$ cat config.mk
export PLATFORM = sky130hd
export DESIGN_NAME = branch_predictor
export DESIGN_NICKNAME = d
export VERILOG_FILES = /design/src/rtl/branch_predictor.sv
export SDC_FILE = /design/constraint.sdc
export NUM_CORES = 1
export LEC_CHECK = 0
export BUFFER_PORTS_ARGS = -buffer_cell sky130_fd_sc_hd__buf_2
export CAP_MARGIN = 10
export CORE_UTILIZATION = 57
export DETAILED_ROUTE_END_ITERATION = 8
export PLACE_DENSITY = 0.74
export SYNTH_ARGS = -nofsm -noshare
export SYNTH_HDL_FRONTEND = slang
export SYNTH_SLANG_ARGS = --single-unit
$ cat constraint.sdc
create_clock -name clk -period 41.3 [get_ports clk]
set_clock_uncertainty 0.15 [all_clocks]
set_input_delay 8.26 -clock clk [delete_from_list [all_inputs] [get_ports clk]]
set_output_delay 8.26 -clock clk [all_outputs]
set_load 0.05 [all_outputs]
$ cat src/rtl/branch_predictor.sv
// rtl/branch_predictor.sv - direct-mapped 2-bit counter branch predictor
// Predicts from a tagged table of counters, trains on resolved branches, reports mispredicts.
module branch_predictor #(
  parameter int ADDR_W = 16,
  parameter int IDX_W  = 4,
  parameter int STAT_W = 16
) (
  input  logic              clk,
  input  logic              rst,
  input  logic [ADDR_W-1:0] pred_pc,
  output logic              pred_taken,
  output logic [ADDR_W-1:0] pred_target,
  output logic              pred_hit,
  input  logic              upd_valid,
  input  logic [ADDR_W-1:0] upd_pc,
  input  logic              upd_taken,
  input  logic [ADDR_W-1:0] upd_target,
  input  logic              upd_pred_taken,
  input  logic [ADDR_W-1:0] upd_pred_target,
  input  logic              flush,
  output logic              mispredict,
  output logic [ADDR_W-1:0] redirect_pc,
  output logic [STAT_W-1:0] stat_branches,
  output logic [STAT_W-1:0] stat_mispredicts
);

  localparam int DEPTH = 1 << IDX_W;
  localparam int TAG_W = ADDR_W - IDX_W;

  logic [DEPTH-1:0]  valid_q, valid_d;
  logic [1:0]        ctr_q    [DEPTH];
  logic [1:0]        ctr_d    [DEPTH];
  logic [TAG_W-1:0]  tag_q    [DEPTH];
  logic [TAG_W-1:0]  tag_d    [DEPTH];
  logic [ADDR_W-1:0] target_q [DEPTH];
  logic [ADDR_W-1:0] target_d [DEPTH];

  logic              mispredict_q, mispredict_d;
  logic [ADDR_W-1:0] redirect_q, redirect_d;
  logic [STAT_W-1:0] branches_q, branches_d;
  logic [STAT_W-1:0] mispreds_q, mispreds_d;

  logic [IDX_W-1:0] pred_idx, upd_idx;
  logic [TAG_W-1:0] pred_tag, upd_tag;
  logic             upd_hit;
  logic             misp_det;

  assign pred_idx = pred_pc[IDX_W-1:0];
  assign pred_tag = pred_pc[ADDR_W-1:IDX_W];
  assign upd_idx  = upd_pc[IDX_W-1:0];
  assign upd_tag  = upd_pc[ADDR_W-1:IDX_W];

  // Lookup reads pre-edge table contents; there is no bypass from a same-cycle update.
  assign pred_hit    = valid_q[pred_idx] && (tag_q[pred_idx] == pred_tag);
  assign pred_taken  = pred_hit && ctr_q[pred_idx][1];
  assign pred_target = pred_hit ? target_q[pred_idx] : '0;

  assign upd_hit  = valid_q[upd_idx] && (tag_q[upd_idx] == upd_tag);
  assign misp_det = (upd_pred_taken != upd_taken) ||
                    (upd_taken && upd_pred_taken && (upd_pred_target != upd_target));

  always_comb begin
    valid_d  = valid_q;
    ctr_d    = ctr_q;
    tag_d    = tag_q;
    target_d = target_q;
    if (flush) begin
      valid_d = '0;
    end else if (upd_valid) begin
      if (upd_hit) begin
        if (upd_taken) begin
          if (ctr_q[upd_idx] != 2'b11) ctr_d[upd_idx] = ctr_q[upd_idx] + 2'b01;
          target_d[upd_idx] = upd_target;
        end else if (ctr_q[upd_idx] != 2'b00) begin
          ctr_d[upd_idx] = ctr_q[upd_idx] - 2'b01;
        end
      end else if (upd_taken) begin
        valid_d[upd_idx]  = 1'b1;
        tag_d[upd_idx]    = upd_tag;
        ctr_d[upd_idx]    = 2'b10;
        target_d[upd_idx] = upd_target;
      end
    end
  end

  always_comb begin
    mispredict_d = upd_valid && misp_det;
    redirect_d   = redirect_q;
    branches_d   = branches_q;
    mispreds_d   = mispreds_q;
    if (upd_valid) begin
      redirect_d = upd_taken ? upd_target : upd_pc + ADDR_W'(1);
      if (branches_q != {STAT_W{1'b1}}) branches_d = branches_q + STAT_W'(1);
      if (misp_det && (mispreds_q != {STAT_W{1'b1}})) mispreds_d = mispreds_q + STAT_W'(1);
    end
  end

  always_ff @(posedge clk or posedge rst) begin
    if (rst) begin
      valid_q <= '0;
      for (int i = 0; i < DEPTH; i++) begin
        ctr_q[i]    <= 2'b01;
        tag_q[i]    <= '0;
        target_q[i] <= '0;
      end
      mispredict_q <= 1'b0;
      redirect_q   <= '0;
      branches_q   <= '0;
      mispreds_q   <= '0;
    end else begin
      valid_q      <= valid_d;
      ctr_q        <= ctr_d;
      tag_q        <= tag_d;
      target_q     <= target_d;
      mispredict_q <= mispredict_d;
      redirect_q   <= redirect_d;
      branches_q   <= branches_d;
      mispreds_q   <= mispreds_d;
    end
  end

  assign mispredict       = mispredict_q;
  assign redirect_pc      = redirect_q;
  assign stat_branches    = branches_q;
  assign stat_mispredicts = mispreds_q;

endmodule
* After elaboration in Yosys (flattened, before gate mapping) *
Cells that the tools add are included.

word-level totals
  bits in read-only memories = 0
  bits in registers = 545
  bits in writable memories = 0
  memories kept = 0
  bits of input ports = 70
  latch bits = 0
  output and inout bits = 67
  word-level logic and storage cells = 144

cells by class
  multiplexer cells = 42
  shift operators = 0
  reduce and logical (&&, ||, !) cells = 21
  equality and inequality tests = 9
  multipliers = 0
  bitwise logic cells = 8
  add/sub/neg operators = 5
  magnitude comparators = 6
  divide/modulo/power cells = 0

operator list
  operator                                                               number
  256-bit bitwise mux                                                    1
  192-bit bitwise mux                                                    1
  32-bit 2-to-1 mux                                                      5
  16-bit 2-to-1 mux                                                      9
  12-bit binary-select mux with 4-bit select                             2
  16-bit binary-select mux with 4-bit select                             1
  32-bit bitwise mux                                                     2
  16-bit demux with 4-bit select                                         1
  12-bit 2-to-1 mux                                                      5
  16-bit by 1-bit adder with 16-bit output (second input constant)       3
  12-bit demux with 4-bit select                                         1
  16-bit inequality test (second input constant)                         2
  16-bit OR                                                              2
  12-bit == test                                                         2
  16-bit AND                                                             1
  2-bit binary-select mux with 4-bit select                              2
  16-bit inequality test                                                 1
  16-bit inverter                                                        1
  5-bit >= comparator (second input constant)                            2
  4-bit by 5-bit < comparator with 1-bit output (second input constant)  2
  2-bit 2-to-1 mux                                                       5
  4-bit inverter with 5-bit output                                       2
  2-bit nonzero test                                                     5
  1-bit logical AND                                                      9
  17 further kinds                                                       24

* Longest topological paths before layout *
  depth after elaboration = 9
  mapped depth = 14

* Worst setup path before layout *
OpenSTA, ideal clock, no wires.

  kind = input-to-output
  start point = in pred_pc[2]
  end point = out pred_target[10]
  path buffers = 3
  cell stages on the path = 9
  setup slack = 21.273 ns
  required time = 32.890 ns
  arrival = 11.617 ns
  cells stage by stage = buf_1 clkbuf_1 mux4_2 mux4_2 xor2_1 nor4_1 nand4_1 clkbuf_1 nor2b_1

on the way
  word-level cells in the longest chain between the ends = 7
  elaborated cells on any way between the ends = 12
  classes of those cells = eq/ne (1); mux (9); bitwise (1); reduce/logical (1)

RTL lines
  item                                                    RTL line  text
  start, declared                                         10        input logic [ADDR_W-1:0] pred_pc,
  4-bit inverter with 5-bit output (implied by the code)  54, 56
  12-bit binary-select mux with 4-bit select              54        assign pred_hit = valid_q[pred_idx] && (tag_q[pred_idx] == pred_tag);
  12-bit 2-to-1 mux (implied by the code) (2 in a row)    54
  12-bit == test                                          54
  1-bit logical AND                                       54
  16-bit 2-to-1 mux *                                     56        assign pred_target = pred_hit ? target_q[pred_idx] : '0;
  end, declared                                           12        output logic [ADDR_W-1:0] pred_target,

Every way passes the cells marked *; elsewhere a longest branch is shown, timed or not. The select of a mux whose other input is x is not followed.

* Worst setup path after layout *
  start point = in pred_pc[0]
  end point = out pred_target[13]

The elaborated chain is that of the path after synthesis.

==> report_table.html <==
<table>
<tr><th>Metric</th><th>Value</th></tr>
<tr><th colspan="2">Run status</th></tr>
<tr><td>Status</td><td>finished clean</td></tr>
<tr><th colspan="2">Finish</th></tr>
<tr><td>Multi-input gate area</td><td>13900 um2</td></tr>
<tr><td>Area Growth Syn to Fin</td><td>10.8%</td></tr>
<tr><td>Ant diodes</td><td>0</td></tr>
<tr><td>Post-layout instance area</td><td>31500 um2</td></tr>
<tr><td>FF+latch area</td><td>13700 um2</td></tr>
<tr><td>Share of final-layout standard cells stronger than drive strength 1</td><td>51.1%</td></tr>
<tr><td>Total Nets Final</td><td>2057</td></tr>
<tr><td>Layout filler cell count</td><td>3599</td></tr>
<tr><th colspan="2">Worst setup path</th></tr>
<tr><td>Largest stage delay on the critical path</td><td>810 ps</td></tr>
<tr><td>CP startpoint</td><td>pred_pc[0]</td></tr>
<tr><td>Worst setup path class</td><td>input pin to output pin</td></tr>
<tr><td>Arrival time at the worst endpoint</td><td>12710 ps</td></tr>
<tr><td>Maximum fanout count along the critical path</td><td>77</td></tr>
<tr><td>Crit path launch type</td><td>input pin</td></tr>
<tr><td>R2R Path Start</td><td>tag_q[109]</td></tr>
<tr><td>Critical Path End</td><td>pred_target[13]</td></tr>
<tr><td>Worst-case register-to-register setup slack</td><td>37300 ps</td></tr>
<tr><td>R2R cell count</td><td>10</td></tr>
<tr><td>Worst path required time</td><td>32890 ps</td></tr>
<tr><td>Capturing point of the worst reg2reg path</td><td>tag_q[14]</td></tr>
<tr><td>Critical Path, Cell by Cell</td><td>clkbuf_8 -&gt; buf_4 -&gt; mux4_2 -&gt; mux4_2 -&gt; xnor2_1 -&gt; nand4_1 -&gt; nor4_1 -&gt; nand4_1 -&gt; buf_4 -&gt; nor2b_1 -&gt; buf_2</td></tr>
<tr><td>Worst-path cell with the longest stage delay</td><td>sky130_fd_sc_hd__buf_4</td></tr>
<tr><td>Endpoint class of the critical path</td><td>output pin</td></tr>
<tr><th colspan="2">Logic synthesis</th></tr>
<tr><td>Async set-reset flop share out of synthesis</td><td>100%</td></tr>
<tr><td>Most used standard cell by instance count after synthesis</td><td>sky130_fd_sc_hd__dfrtp_1</td></tr>
<tr><td>Cell type with the highest aggregate area in the netlist</td><td>sky130_fd_sc_hd__dfrtp_1</td></tr>
<tr><td>Total number of yosys warnings</td><td>0</td></tr>
<tr><td>Count of flip-flops with a built-in enable after synthesis</td><td>0</td></tr>
<tr><td>Synthesized area</td><td>28400 um2</td></tr>
<tr><td>Average cell area after synthesis</td><td>14.9 um2</td></tr>
<tr><td>Share of synthesized area occupied by flip-flops and latches</td><td>48.1%</td></tr>
<tr><td>Count of distinct cell types in the synthesized netlist</td><td>67</td></tr>
<tr><td>Number of instances in the synthesized netlist</td><td>1912</td></tr>
<tr><td>Synth top cells by count</td><td>529 x sky130_fd_sc_hd__dfrtp_1, 422 x sky130_fd_sc_hd__mux2_2, 194 x sky130_fd_sc_hd__mux4_2</td></tr>
<tr><td>Flip-flop and latch count after synthesis</td><td>545</td></tr>
<tr><td>Area share of the largest cell type after synthesis</td><td>46.6%</td></tr>
<tr><td>Primary FF master, synth</td><td>sky130_fd_sc_hd__dfrtp_1</td></tr>
<tr><td>Main area contributors after synthesis</td><td>sky130_fd_sc_hd__dfrtp_1 47%, sky130_fd_sc_hd__mux2_2 17%, sky130_fd_sc_hd__mux4_2 15%</td></tr>
<tr><td>Net count after synthesis</td><td>1991</td></tr>
<tr><th colspan="2">Clock network</th></tr>
<tr><td>Clock root buffer</td><td>sky130_fd_sc_hd__clkbuf_16</td></tr>
<tr><td>Maximum level of the CTS H-tree</td><td>2</td></tr>
<tr><td>Setup repair bufs after CTS</td><td>0</td></tr>
<tr><td>Clock tree from TritonCTS</td><td>done</td></tr>
<tr><td>CTS clk-pin slew, worst paths</td><td>60 ps</td></tr>
<tr><td>Clk Latency, worst-skew pair</td><td>630 ps</td></tr>
<tr><td>Number of buffers between clock root and the deepest sink</td><td>3</td></tr>
<tr><td>Number of sinks handled by clock tree synthesis</td><td>545</td></tr>
<tr><td>Number of buffers created by CTS</td><td>57</td></tr>
<tr><td>CTS Hold Buffers Added</td><td>0</td></tr>
<tr><td>Post-CTS Resized</td><td>0</td></tr>
<tr><th colspan="2">GRT</th></tr>
<tr><td>Global-route congestion overflow total</td><td>0</td></tr>
<tr><td>Via count of the first global-routing pass</td><td>18400</td></tr>
<tr><td>Initial antenna violation count</td><td>3</td></tr>
<tr><td>Largest net degree at the start of global routing</td><td>176</td></tr>
<tr><td>Overall track demand over capacity in global routing</td><td>29.9%</td></tr>
<tr><td>Wire length of the first global-routing pass</td><td>113000 um</td></tr>
<tr><th colspan="2">STA</th></tr>
<tr><td>Final period utilization</td><td>51.1%</td></tr>
<tr><td>Highest clock frequency the design can meet</td><td>47.4 MHz</td></tr>
<tr><td>Final max-slew violation count</td><td>0</td></tr>
<tr><td>Final setup TNS</td><td>0 ps</td></tr>
<tr><td>RSZ-0062 raised after global routing</td><td>no</td></tr>
<tr><td>Hold violation count in the final report</td><td>0</td></tr>
<tr><td>Max-Slew Margin vs Limit</td><td>22.3%</td></tr>
<tr><td>Final critical path time including I/O delays and setup</td><td>21120 ps</td></tr>
<tr><td>Count of endpoints failing setup in the final report</td><td>0</td></tr>
<tr><td>Worst-margin pin slew</td><td>1160 ps</td></tr>
<tr><th colspan="2">Floorplan</th></tr>
<tr><td>Die W</td><td>225 um</td></tr>
<tr><td>Area inside the core boundary</td><td>49100 um2</td></tr>
<tr><td>Initial core utilization</td><td>57.9%</td></tr>
<tr><td>Vertical die dimension</td><td>225 um</td></tr>
<tr><td>Die footprint</td><td>50700 um2</td></tr>
<tr><td>Number of ports placed on the die boundary</td><td>137</td></tr>
<tr><td>Num rows</td><td>81</td></tr>
<tr><th colspan="2">Routing</th></tr>
<tr><td>Count of TritonRoute iterations in the first routing pass</td><td>5</td></tr>
<tr><td>Wirelength, routed</td><td>73200 um</td></tr>
<tr><td>Via count normalized by instance count</td><td>6.49</td></tr>
<tr><td>Initial DRC count</td><td>1666</td></tr>
<tr><td>Post-detailed-route wirelength per cell</td><td>27.2 um</td></tr>
<tr><td>DRC</td><td>0</td></tr>
<tr><td>Vias</td><td>17500</td></tr>
<tr><td>Post-route antenna net violation count</td><td>0</td></tr>
<tr><th colspan="2">Power and ir drop</th></tr>
<tr><td>Cell Pwr Density</td><td>46.2 nW/um2</td></tr>
<tr><td>Total power draw</td><td>1.46 mW</td></tr>
<tr><td>Leakage power</td><td>14.5 nW</td></tr>
<tr><td>Max rail drop VDD</td><td>0.0000366 V</td></tr>
<tr><th colspan="2">Job</th></tr>
<tr><td>Max-capacitance violation count</td><td>0</td></tr>
<tr><th colspan="2">Placement</th></tr>
<tr><td>Placed Instance Area</td><td>29400 um2</td></tr>
<tr><td>Final Wtd Congestion</td><td>0.842</td></tr>
<tr><td>Detailed placer's ending HPWL</td><td>45000 um</td></tr>
<tr><td>Number of input and output port buffers inserted</td><td>136</td></tr>
<tr><th colspan="2">Hold path</th></tr>
<tr><td>HP Class</td><td>flop to flop</td></tr>
</table>
logic make-up after synthesis:
kind of cell    count (synthesis)  synth area share, %
simple gates                  235                 4.69
flops                         545                 48.1
fa+ha+maj                       9                0.396
xor+xnor                       79                 2.44
buf+inv                       186                 3.16
compound gates                115                 3.09
mux                           743                 38.2
layout make-up:
cell class | count | share of cell area, %
repair buffers | 175 | 3.22
well taps | 664 | 2.64
clock inverters | 30 | 1.14
multi-input cells | 1181 | 44.0
flip-flops and latches | 545 | 43.4
inverters | 18 | 0.238
clock buffers | 78 | 5.36
worst min path at each step:
stage                                start  slack [ps]          endpoint  depth (start not counted)
after floorplan                 valid_q[9]         310        valid_q[9]                          1
after global placement    stat_branches[9]         320  stat_branches[9]                          1
after detailed placement  stat_branches[9]         330  stat_branches[9]                          1
after CTS                 stat_branches[9]         340  stat_branches[9]                          1
after global routing         target_q[146]         360     target_q[146]                          1
final                     stat_branches[9]         340  stat_branches[9]                          1
worst max-delay path: cells and delay by family:
family	cells	cell delay, ps
XOR/XNOR	1	150
buffers and inverters	4	2040
AND/OR/NAND/NOR	4	1000
multiplexers	2	1140
power by group:
part / internal [mW] / leakage [nW] / switching (mW)
clock: 0.330 / 1.02 / 0.220
sequential: 0.604 / 7.15 / 0.0508
combinational: 0.130 / 6.28 / 0.120
total: 1.06 / 14.5 / 0.391
cells in the final DEF (no fill, tap or decap), drive strengths merged, types with 5 or more instances in the layout:
| cell | n |
|---|---|
| o22ai | 10 |
| xnor2 | 48 |
| o21ai | 21 |
| nor3b | 7 |
| clkbuf | 79 |
| xor2 | 31 |
| nand2b | 5 |
| nor2 | 53 |
| inv | 18 |
| o2bb2ai | 16 |
| a211oi | 11 |
| nor3 | 9 |
| nand2 | 54 |
| clkinv | 20 |
| bufinv | 7 |
| nor2b | 27 |
| mux4 | 194 |
| dfrtp | 529 |
| a21o | 17 |
| dfstp | 16 |
| nor4 | 9 |
| ha | 9 |
| and2 | 16 |
| and3 | 7 |
| a22oi | 10 |
| nand4 | 19 |
| nand3 | 15 |
| buf | 174 |
| mux2 | 513 |
| mux2i | 36 |
| a21oi | 11 |
stage by stage:
| stage | util [%] | hold WS, ps | setup WS, ps | cells |
|---|---|---|---|---|
| finish | 64.2 | 340 | 20180 | 2691 |
| global route | 64.2 | 358 | 19870 | 2691 |
| CTS | 64.2 | 343 | 20190 | 2691 |
| detailed placement | 60.0 | 328 | 20240 | 2583 |
| global placement | 60.0 | 319 | 20310 | 2583 |
| floorplan | - | 308 | 17680 | 1912 |
registers in the layout, summed over array words and instances (netlist names):
signal,count
target_q,256
stat_mispredicts,16
stat_branches,16
redirect_pc,16
tag_q,192
valid_q,16
ctr_q,32
mispredict,1
per-layer routing:
metal	vias up	track usage, %	share of wire (%)
met3	196	5.83	6.7
met1	9272	41.5	42
met4	4	12.4	4.0
met5	-	0	0.031
li1	7292	-	-
met2	710	46.7	47
Note: power is estimated with default switching activity, not from simulation.
